## src/rtl/mc_controller.sv

```systemverilog
// Multicycle control FSM for the ARM-subset datapath: sequences fetch/decode/execute
// through a shared ALU and unified memory, holds NZCV and evaluates the condition field.
module mc_controller #(
    parameter bit NOP_ON_UNSUPPORTED = 1'b1
) (
    input  logic        clk,
    input  logic        reset,
    input  logic [31:5] Instr,
    input  logic [3:0]  ALUFlags,
    input  logic [1:0]  AdrLow,
    input  logic        MemReady,
    output logic        PCWrite,
    output logic        AdrSrc,
    output logic        IRWrite,
    output logic        MemWrite,
    output logic [3:0]  be,
    output logic        RegWrite,
    output logic [1:0]  ResultSrc,
    output logic        ALUSrcA,
    output logic [1:0]  ALUSrcB,
    output logic [3:0]  ALUControl,
    output logic [1:0]  ImmSrc,
    output logic [1:0]  RegSrc
);

    typedef enum logic [3:0] {
        S_FETCH, S_DECODE, S_EXECUTE, S_ALUWB, S_MEMADR,
        S_MEMREAD, S_MEMWB, S_MEMWRITE, S_BRANCH
    } state_t;

    localparam logic [3:0] ALU_ADD = 4'b0000;
    localparam logic [3:0] ALU_SUB = 4'b0001;
    localparam logic [3:0] ALU_AND = 4'b0010;
    localparam logic [3:0] ALU_ORR = 4'b0011;
    localparam logic [3:0] ALU_EOR = 4'b0100;

    state_t     state_q, state_d;
    logic [3:0] flags_q, flags_d;   // {N,Z,C,V}
    logic       cond_ex;
    logic [3:0] dp_alu;
    logic       dp_ok, dp_arith, dp_wr, is_cmp;
    logic       n_f, z_f, c_f, v_f;
    logic       unused_instr_bits;

    assign unused_instr_bits = ^Instr[19:5];
    assign {n_f, z_f, c_f, v_f} = flags_q;
    assign ImmSrc = Instr[27:26];
    assign RegSrc = {Instr[26] & ~Instr[20], Instr[27]};
    assign is_cmp = (Instr[24:21] == 4'b1010);
    // Unsupported commands either vanish (no writes) or behave exactly like ADD.
    assign dp_wr  = dp_ok | ~NOP_ON_UNSUPPORTED;

    always_comb begin
        dp_ok    = 1'b1;
        dp_arith = 1'b0;
        dp_alu   = ALU_ADD;
        case (Instr[24:21])
            4'b0100: begin dp_alu = ALU_ADD; dp_arith = 1'b1; end
            4'b0010: begin dp_alu = ALU_SUB; dp_arith = 1'b1; end
            4'b1010: begin dp_alu = ALU_SUB; dp_arith = 1'b1; end
            4'b0000: dp_alu = ALU_AND;
            4'b1100: dp_alu = ALU_ORR;
            4'b0001: dp_alu = ALU_EOR;
            default: begin dp_ok = 1'b0; dp_arith = 1'b1; end
        endcase
    end

    always_comb begin
        cond_ex = 1'b0;
        case (Instr[31:28])
            4'b0000: cond_ex = z_f;
            4'b0001: cond_ex = ~z_f;
            4'b0010: cond_ex = c_f;
            4'b0011: cond_ex = ~c_f;
            4'b0100: cond_ex = n_f;
            4'b0101: cond_ex = ~n_f;
            4'b0110: cond_ex = v_f;
            4'b0111: cond_ex = ~v_f;
            4'b1000: cond_ex = c_f & ~z_f;
            4'b1001: cond_ex = ~c_f | z_f;
            4'b1010: cond_ex = (n_f == v_f);
            4'b1011: cond_ex = (n_f != v_f);
            4'b1100: cond_ex = ~z_f & (n_f == v_f);
            4'b1101: cond_ex = z_f | (n_f != v_f);
            4'b1110: cond_ex = 1'b1;
            default: cond_ex = 1'b0;
        endcase
    end

    always_ff @(posedge clk or posedge reset) begin
        if (reset) begin
            state_q <= S_FETCH;
            flags_q <= '0;
        end else begin
            state_q <= state_d;
            flags_q <= flags_d;
        end
    end

    always_comb begin
        state_d    = state_q;
        flags_d    = flags_q;
        PCWrite    = 1'b0;
        AdrSrc     = 1'b0;
        IRWrite    = 1'b0;
        MemWrite   = 1'b0;
        be         = '0;
        RegWrite   = 1'b0;
        ResultSrc  = 2'b10;
        ALUSrcA    = 1'b1;
        ALUSrcB    = 2'b10;
        ALUControl = ALU_ADD;
        case (state_q)
            S_FETCH: begin
                IRWrite = MemReady;
                PCWrite = MemReady;
                if (MemReady) state_d = S_DECODE;
            end
            S_DECODE: begin
                if (!cond_ex) state_d = S_FETCH;
                else begin
                    case (Instr[27:26])
                        2'b00:   state_d = S_EXECUTE;
                        2'b01:   state_d = S_MEMADR;
                        2'b10:   state_d = S_BRANCH;
                        default: state_d = S_FETCH;
                    endcase
                end
            end
            S_EXECUTE: begin
                ALUSrcA    = 1'b0;
                ALUSrcB    = Instr[25] ? 2'b01 : 2'b00;
                ALUControl = dp_alu;
                state_d    = is_cmp ? S_FETCH : S_ALUWB;
                if (Instr[20] && dp_wr) begin
                    flags_d[3:2] = ALUFlags[3:2];
                    if (dp_arith) flags_d[1:0] = ALUFlags[1:0];
                end
            end
            S_ALUWB: begin
                ResultSrc = 2'b00;
                RegWrite  = dp_wr;
                state_d   = S_FETCH;
            end
            S_MEMADR: begin
                ALUSrcA    = 1'b0;
                ALUSrcB    = 2'b01;
                ALUControl = Instr[23] ? ALU_ADD : ALU_SUB;
                state_d    = Instr[20] ? S_MEMREAD : S_MEMWRITE;
            end
            S_MEMREAD: begin
                AdrSrc = 1'b1;
                if (MemReady) state_d = S_MEMWB;
            end
            S_MEMWB: begin
                ResultSrc = 2'b01;
                RegWrite  = 1'b1;
                state_d   = S_FETCH;
            end
            S_MEMWRITE: begin
                AdrSrc   = 1'b1;
                MemWrite = 1'b1;
                be       = Instr[22] ? (4'b0001 << AdrLow) : 4'b1111;
                if (MemReady) state_d = S_FETCH;
            end
            S_BRANCH: begin
                ALUSrcA = 1'b0;
                ALUSrcB = 2'b01;
                PCWrite = 1'b1;
                state_d = S_FETCH;
            end
            default: state_d = S_FETCH;
        endcase
        // State is already FETCH under reset; only the strobes need suppressing.
        if (reset) begin
            PCWrite  = 1'b0;
            IRWrite  = 1'b0;
            RegWrite = 1'b0;
            MemWrite = 1'b0;
            be       = '0;
        end
    end

endmodule

```

## config.mk

```make
export PLATFORM = sky130hd
export DESIGN_NAME = mc_controller
export DESIGN_NICKNAME = d
export VERILOG_FILES = /design/src/rtl/mc_controller.sv
export SDC_FILE = /design/constraint.sdc
export NUM_CORES = 1
export LEC_CHECK = 0
export CORE_MARGIN = 2
export CORE_UTILIZATION = 40
export CTS_BUF_LIST = sky130_fd_sc_hd__clkbuf_16
export DETAILED_ROUTE_END_ITERATION = 8
export DONT_BUFFER_PORTS = 1
export PLACE_DENSITY = 0.5
export SLEW_MARGIN = 30
export SYNTH_ARGS = -nofsm -noshare
export SYNTH_HDL_FRONTEND = slang
export SYNTH_SLANG_ARGS = --single-unit
```

## constraint.sdc

```tcl
create_clock -name clk -period 2.2 [get_ports clk]
set_clock_uncertainty 0.05 [all_clocks]
set_input_delay 0.22 -clock clk [delete_from_list [all_inputs] [get_ports clk]]
set_output_delay 0.22 -clock clk [all_outputs]
set_load 0.01 [all_outputs]
```

== Yosys cells after proc, flatten, opt, wreduce, memory -nomap -nowiden ==
Index checks and enable logic that the tools add are counted.
Widths: inputs -> output; s select.

* Flip-flop bits (word level): 8
* Input bits: 36
* Output and inout port bits: 22

* Equal/unequal tests: 34
* Shifts and indexed selects: 1
* Multiplexer cells: 29
* Bitwise gates (word level): 11
* Reduce and logical (&&, ||, !) cells: 14

{| class="wikitable"
|+ Operator list
! operator !! number
|-
| $eq 4x4->1 const B || 10
|-
| $eq 4x3->1 const B || 9
|-
| $mux 4 || 7
|-
| $pmux 4 s6 || 1
|-
| $eq 4x2->1 const B || 5
|-
| $pmux 1 s15 || 1
|-
| $eq 4x1->1 const B || 3
|-
| $logic_not 4->1 || 3
|-
| $pmux 3 s4 || 1
|-
| $pmux 4 s3 || 1
|-
| $mux 1 || 11
|-
| $pmux 2 s2 || 2
|-
| $pmux 4 s2 || 1
|-
| $ne 2x2->1 const B || 3
|-
| $not 1->1 || 6
|-
| $reduce_and 3->1 || 2
|-
| $reduce_or 2->1 || 3
|-
| $reduce_or 3->1 || 2
|-
| $reduce_or 6->1 || 1
|-
| $mux 2 || 2
|-
| $pmux 1 s2 || 2
|-
| $shl 1x2->4 const A || 1
|-
| $and 1x1->1 || 3
|-
| $eq 2x1->1 const B || 1
|-
| 7 further kinds || 8
|}

== Logic depth before layout (Yosys ltp) ==
Gate-level depths: netlist of run 1.

* Depth after elaboration: 5
* Depth in mapped cells: 6
* Gate-level depth less buffers: 5

== Worst setup path before layout of run 1 ==
No wires, ideal clock.

* Kind: flip-flop to output port
* From: register state_q[0]
* To: output ALUControl[0]
* Arrival: 1.548 ns
* Required time: 1.930 ns
* Setup slack: 0.382 ns
* Stages on the path, launching flop included: 4
* Buffers on the path: 0
* Path through: dfrtp_1 > or4b_4 > or3_1 > o22ai_1

* Word-level cells in the longest chain between the ends: 2
* Elaborated cells between the ends (all ways): 3
* Classes of those cells: 2 x eq/ne; 1 x mux

{| class="wikitable"
|+ RTL lines
! item !! RTL line !! source
|-
| start: declaration || 37 || <nowiki>state_t state_q, state_d;</nowiki>
|-
| start signal: assignment || 95 || <nowiki>state_q <= state_d;</nowiki>
|-
| $eq 4x3->1 / $eq 4x2->1 (equally long branches) || 113 || <nowiki>case (state_q)</nowiki>
|-
| $pmux 4 s2 * || 113 ||
|-
| end: declaration || 21 || <nowiki>output logic [3:0] ALUControl,</nowiki>
|}

Mark *: on every way between the ends. The rest lies on a longest branch, timed or not.

== Worst setup path after layout of run 1 ==
Ends and elaborated chain as after synthesis.

==> out/metrics.yaml, run 1 <==
status: "complete, no violations"
holdPathStages: 1
ys_types: 56
gp_congestion: 0.737
io_pins: 58
drc: 0
synth_top_family_by_area: "simple AND/OR/NAND/NOR gates"
maxCapViolCount: 0
worstReg2RegStart: "flags_q[2]"
r2r_setup_slack_ps: 510
grt_use_total: 0.176
cts_buffers: 3
layout.nets: 172
wl_per_cell_um: 15.3
cts_tree: "done"
setup_tns_ps: 0
grt_pass1_vias: 832
cts_buffer_depth: 2
async_flop_share: 1.00
syn_inst: 138
dp_hpwl_mm: 1.92
netlist_area_sq_mm: 0.00104
grt_start_max_net_pins: 18
synth_edf_count: 0
peakVddDrop_mv: 0.441
core_sq_mm: 0.00248
ant_nets: 0
vias: 983
tightest_slew_ps: 612
wl_mm: 2.51
yosysWarnings: 0
rsz0062_at_grt: "no"
ys.flop_type: "dfrtp_1"
yosys.area_share.simple: 0.391
fmax_ghz: 0.489
worstHoldStart: "ALUFlags[0]"
hold_viol: 0
ys_ff_latch: 8
layout_min_cycle_time_ps: 2050
syn2layout_area_growth_pct: 8.56
via_per_inst: 5.99
required_ps: 1930
p_leak_nw: 0.434
cts_sinks: 8
io_buffers: 0
final_core_utilization: 0.455
cp-start-kind: "register"
root_buffer: "clkbuf_16"
start_util: 0.419
power.density_mw_per_mm2: 1060
synth_compound_area_frac: 0.244
synth_nets: 174
cts.clk_slew.worst_paths_ps: 40
overflow: 0
rows: 18
first_pass_iters: 4
diodes: 0
slew_headroom: 0.586
worst_ep_arrival_time_ps: 1780
die_h_um: 54.9
seq_area_frac_synth: 0.193
worstSetupEndpointType: "output pin"
htreeDepth: 1
post-cts-setup-buffer-count: 0
post_route_cells_drive_above_1_share: 0.127
slew_violations: 0
hold_end: "flags_q[0]"
crit_type: "register to output pin"
die_w_um: 54.9
synth.avg_cell_area_sq_um: 7.52
period_share: 0.930
synthAdderAreaFrac: 0
drt_iter0_drc: 18
layout_common_cells: "nor2_1, nor2b_1, a21oi_1"
hold_class: "primary input to register"
synth_xor_area_frac: 0.0253
grt_first_pass_wirelength_mm: 3.84
critPathMaxFanout: 3
worstSkewPairLatency_ps: 230
reg2reg_to: "state_q[3]"
antenna_found_initial: 0
die_area_sq_mm: 0.00302
finalSetupViolations: 0
synth_mux_area_frac: 0.0639
reg2reg_depth: 5
flip-flops by register name, indices dropped and copies added (netlist names):
signal   count
state_q      4
flags_q      4
cell type report:
class / count / area [sq um]
clock buffers: 3 / 75.1
fillers: 256 / 1350
inverters: 5 / 18.8
multi-input cells: 113 / 754
flip-flops and latches: 8 / 200
well taps: 30 / 37.5
repair buffers: 5 / 40.0
where the power goes:
part | switching, mW | internal [mW]
sequential | 0.0587 | 0.200
combinational | 0.353 | 0.282
clock | 0.0663 | 0.234
metal layers:
layer / GRT usage / wire length (um)
met3: 0.0430 / 185
met1: 0.240 / 1200
met5: 0 / 0
met2: 0.276 / 1110
met4: 0.0488 / 16
cell usage after synthesis (2+ instances only):
cell,count,share of area
and2_1,2,0.012
nand2b_1,4,0.024
nand3_1,5,0.024
nor2_1,11,0.040
a21oi_2,2,0.017
a21oi_1,10,0.048
o21ai_0,5,0.024
nand3b_1,3,0.022
nor3_1,3,0.014
nor4b_1,3,0.025
inv_1,5,0.018
o21bai_1,2,0.014
or3_1,2,0.012
a31oi_1,2,0.012
xnor2_1,2,0.017
mux2_1,2,0.022
o31ai_1,2,0.014
dfrtp_1,8,0.19
clkbuf_1,5,0.018
a22oi_1,2,0.014
buf_4,4,0.029
mux2_2,3,0.033
nor2b_1,11,0.066
nand4_1,2,0.012
nand2_1,5,0.018
buf_2,3,0.014
through the flow:
stage	std cells	setup WS [ps]	power, mW	instance area [sq um]	hold WS [ps]
floorplan	138	382	0.780	1040	-0.897
global placement	160	398	0.887	1040	42.2
detailed placement	160	387	0.894	1040	53.6
CTS	164	146	1.20	1130	69.6
global route	164	19.1	1.30	1130	71.9
finish	164	154	1.19	1130	71.2
cell families after synthesis:
logic type,after synthesis
AO/OA/AOI/OAI,38
XOR/XNOR,3
buffers and inverters,17
flip-flops,8
multiplexers,6
other,1
AND/OR/NAND/NOR,65
worst max-delay path: stages (launching register included):
cell	delay [ps]
dfrtp_1	370
or4b_4	560
or3_1	340
o22ai_1	280
repair_timing:
item,CTS,global route
resized for setup,0,0
hold endpoints to repair,8,0
hold buffers,1,0
how the worst max path moves through the flow:
stage,start,end,slack (ps)
floorplan,state_q[0],ALUControl[0],380
global placement,state_q[0],ALUControl[0],400
detailed placement,state_q[0],ALUControl[0],390
CTS,state_q[0],ALUControl[0],150
global route,state_q[2],RegWrite,20
finish,state_q[0],ALUControl[0],150
Power figures use the tool's default switching activity.
==> run 2: changes to the inputs <==
- CELL_PAD_IN_SITES_DETAIL_PLACEMENT: default -> 1
- CELL_PAD_IN_SITES_GLOBAL_PLACEMENT: default -> 1
- CORE_UTILIZATION: 40 -> 42
- PLACE_DENSITY: 0.5 -> 0.74
- TNS_END_PERCENT: default -> 10
==> run 2 against run 1 <==
  * Fmax fell by 4.5%
  * Register-to-register slack got worse by 80 ps
  * Non-clock buffer count unchanged
  * Die area down 4.4%
  * Count of clock-buffer cells in the layout did not move
  * Wire length is 9.1% higher
  * Cell count unchanged
  * Design area did not move
  * Flip-flop and latch count unchanged
  * Combinational power is 2% higher
  * Critical path type unchanged
  * Core utilization up 1.3 points
  * Hold slack better by 5.5 ps
==> out/metrics.yaml, run 2 (synthesis results as in run 1) <==
power_mw: 1.22  # +2.1%
worstSetupEndpointType: "output pin"
rsz0062_at_grt: "no"
maxCapViolCount: 0  # unchanged
tightest_slew_ps: 592  # -20.6 ps
worstSkewPairLatency_ps: 230  # about the same
r2r_setup_slack_ps: 430  # -80 ps
post_route_cells_drive_above_1_share: 0.127  # unchanged
dp_hpwl_mm: 2.12  # +10%
critPathMaxFanout: 7  # +4
diodes: 0  # unchanged
slew_violations: 0  # unchanged
grt_pass1_vias: 983  # +18%
whs_ps: 76.8  # +5.54 ps
io_pins: 58  # unchanged
layout.nets: 172  # unchanged
grt_first_pass_wirelength_mm: 4.35  # +13%
fmax_ghz: 0.467  # -4.5%
overflow: 0  # unchanged
required_ps: 1930  # about the same
worst_ep_arrival_time_ps: 1870  # +90 ps
finalSetupViolations: 0  # unchanged
die_w_um: 53.7  # -2.2%
drt_iter0_drc: 14  # -4
cp-start-kind: "register"
grt_use_total: 0.203  # +0.0276
crit_type: "register to output pin"
cts_buffer_depth: 2  # unchanged
layout_common_cells: "nor2_1, nor2b_1, a21oi_1"
cts_buffers: 3  # unchanged
syn2layout_area_growth_pct: 8.56  # unchanged
ant_nets: 0  # unchanged
wl_per_cell_um: 16.7  # +9.1%
root_buffer: "clkbuf_16"
period_share: 0.974  # +0.0437
first_pass_iters: 4  # unchanged
post-cts-setup-buffer-count: 0  # unchanged
peakVddDrop_mv: 0.520  # +18%
gp_congestion: 0.778  # +5.5%
htreeDepth: 1  # unchanged
start_util: 0.430  # +0.0117
io_buffers: 0  # unchanged
antenna_found_initial: 0  # unchanged
grt_start_max_net_pins: 18  # unchanged
slew_headroom: 0.600  # +0.0139
cts.clk_slew.worst_paths_ps: 40  # about the same
die_h_um: 53.7  # -2.2%
drc: 0  # unchanged
die_area_sq_mm: 0.00288  # -4.4%
power.density_mw_per_mm2: 1080  # +2.1%
core_sq_mm: 0.00241  # -2.7%
cts_sinks: 8  # unchanged
rows: 18  # unchanged
p_leak_nw: 0.434  # unchanged
setup_tns_ps: 0  # unchanged
via_per_inst: 6.22  # +3.8%
hold_viol: 0  # unchanged
status: "complete, no violations"
layout_min_cycle_time_ps: 2140  # +96.1 ps
hold_class: "primary input to register"
cts_tree: "done"
top_regs: "flags_q (4), state_q (4)"
wl_mm: 2.74  # +9.1%
vias: 1020  # +3.8%
## run 2: final timing paths
kind                              from            end  depth (start not counted)
max                         state_q[3]  ALUControl[0]                          3
min                        ALUFlags[1]     flags_q[1]                          1
max reg2reg                 state_q[3]     flags_q[0]                          4
min reg2reg                 flags_q[1]     flags_q[1]                          1
max in group asynchronous        reset     state_q[3]                          2
min in group asynchronous        reset     flags_q[0]                          2
## run 2: repair_timing
action,CTS,global route
hold buffers,1,0
hold endpoints to repair,8,0
resized for setup,0,0
## run 2: stage by stage
stage,area (sq um),setup slack (ps),instances,util
2_1_floorplan,1040,382,138,-
3_3_place_gp,1040,330,160,0.432
3_5_place_dp,1040,283,160,0.432
4_1_cts,1130,38.9,164,0.467
5_1_grt,1130,4.63,164,0.467
6_report,1130,57.7,164,0.467
## run 2: critical path, stage by stage (launching register included)
cell and delay [ps]:
dfrtp_1 440, or4b_4 570, or3_1 350, o22ai_1 290
## run 2: routing by layer
metal  global-route usage  vias to the layer above  part of all wire
met4               0.0641                        0            0.0099
met1                0.249                      489              0.44
li1                     -                      495                 -
met5                    0                        -                 0
met3               0.0389                        3             0.058
met2                0.356                       33              0.49
## run 2: where the power goes
| part | switching [mW] | internal [mW] |
|---|---|---|
| Combinational | 0.367 | 0.282 |
| Clock | 0.0703 | 0.234 |
| Sequential | 0.0653 | 0.200 |
## run 2: area by class of cell
type | instances | area, sq um
Clock buffer | 3 | 75.1
Fill cell | 315 | 1280
Inverter | 5 | 18.8
Multi-Input combinational cell | 113 | 754
Sequential cell | 8 | 200
Tap cell | 30 | 37.5
Timing Repair Buffer | 5 | 40.0
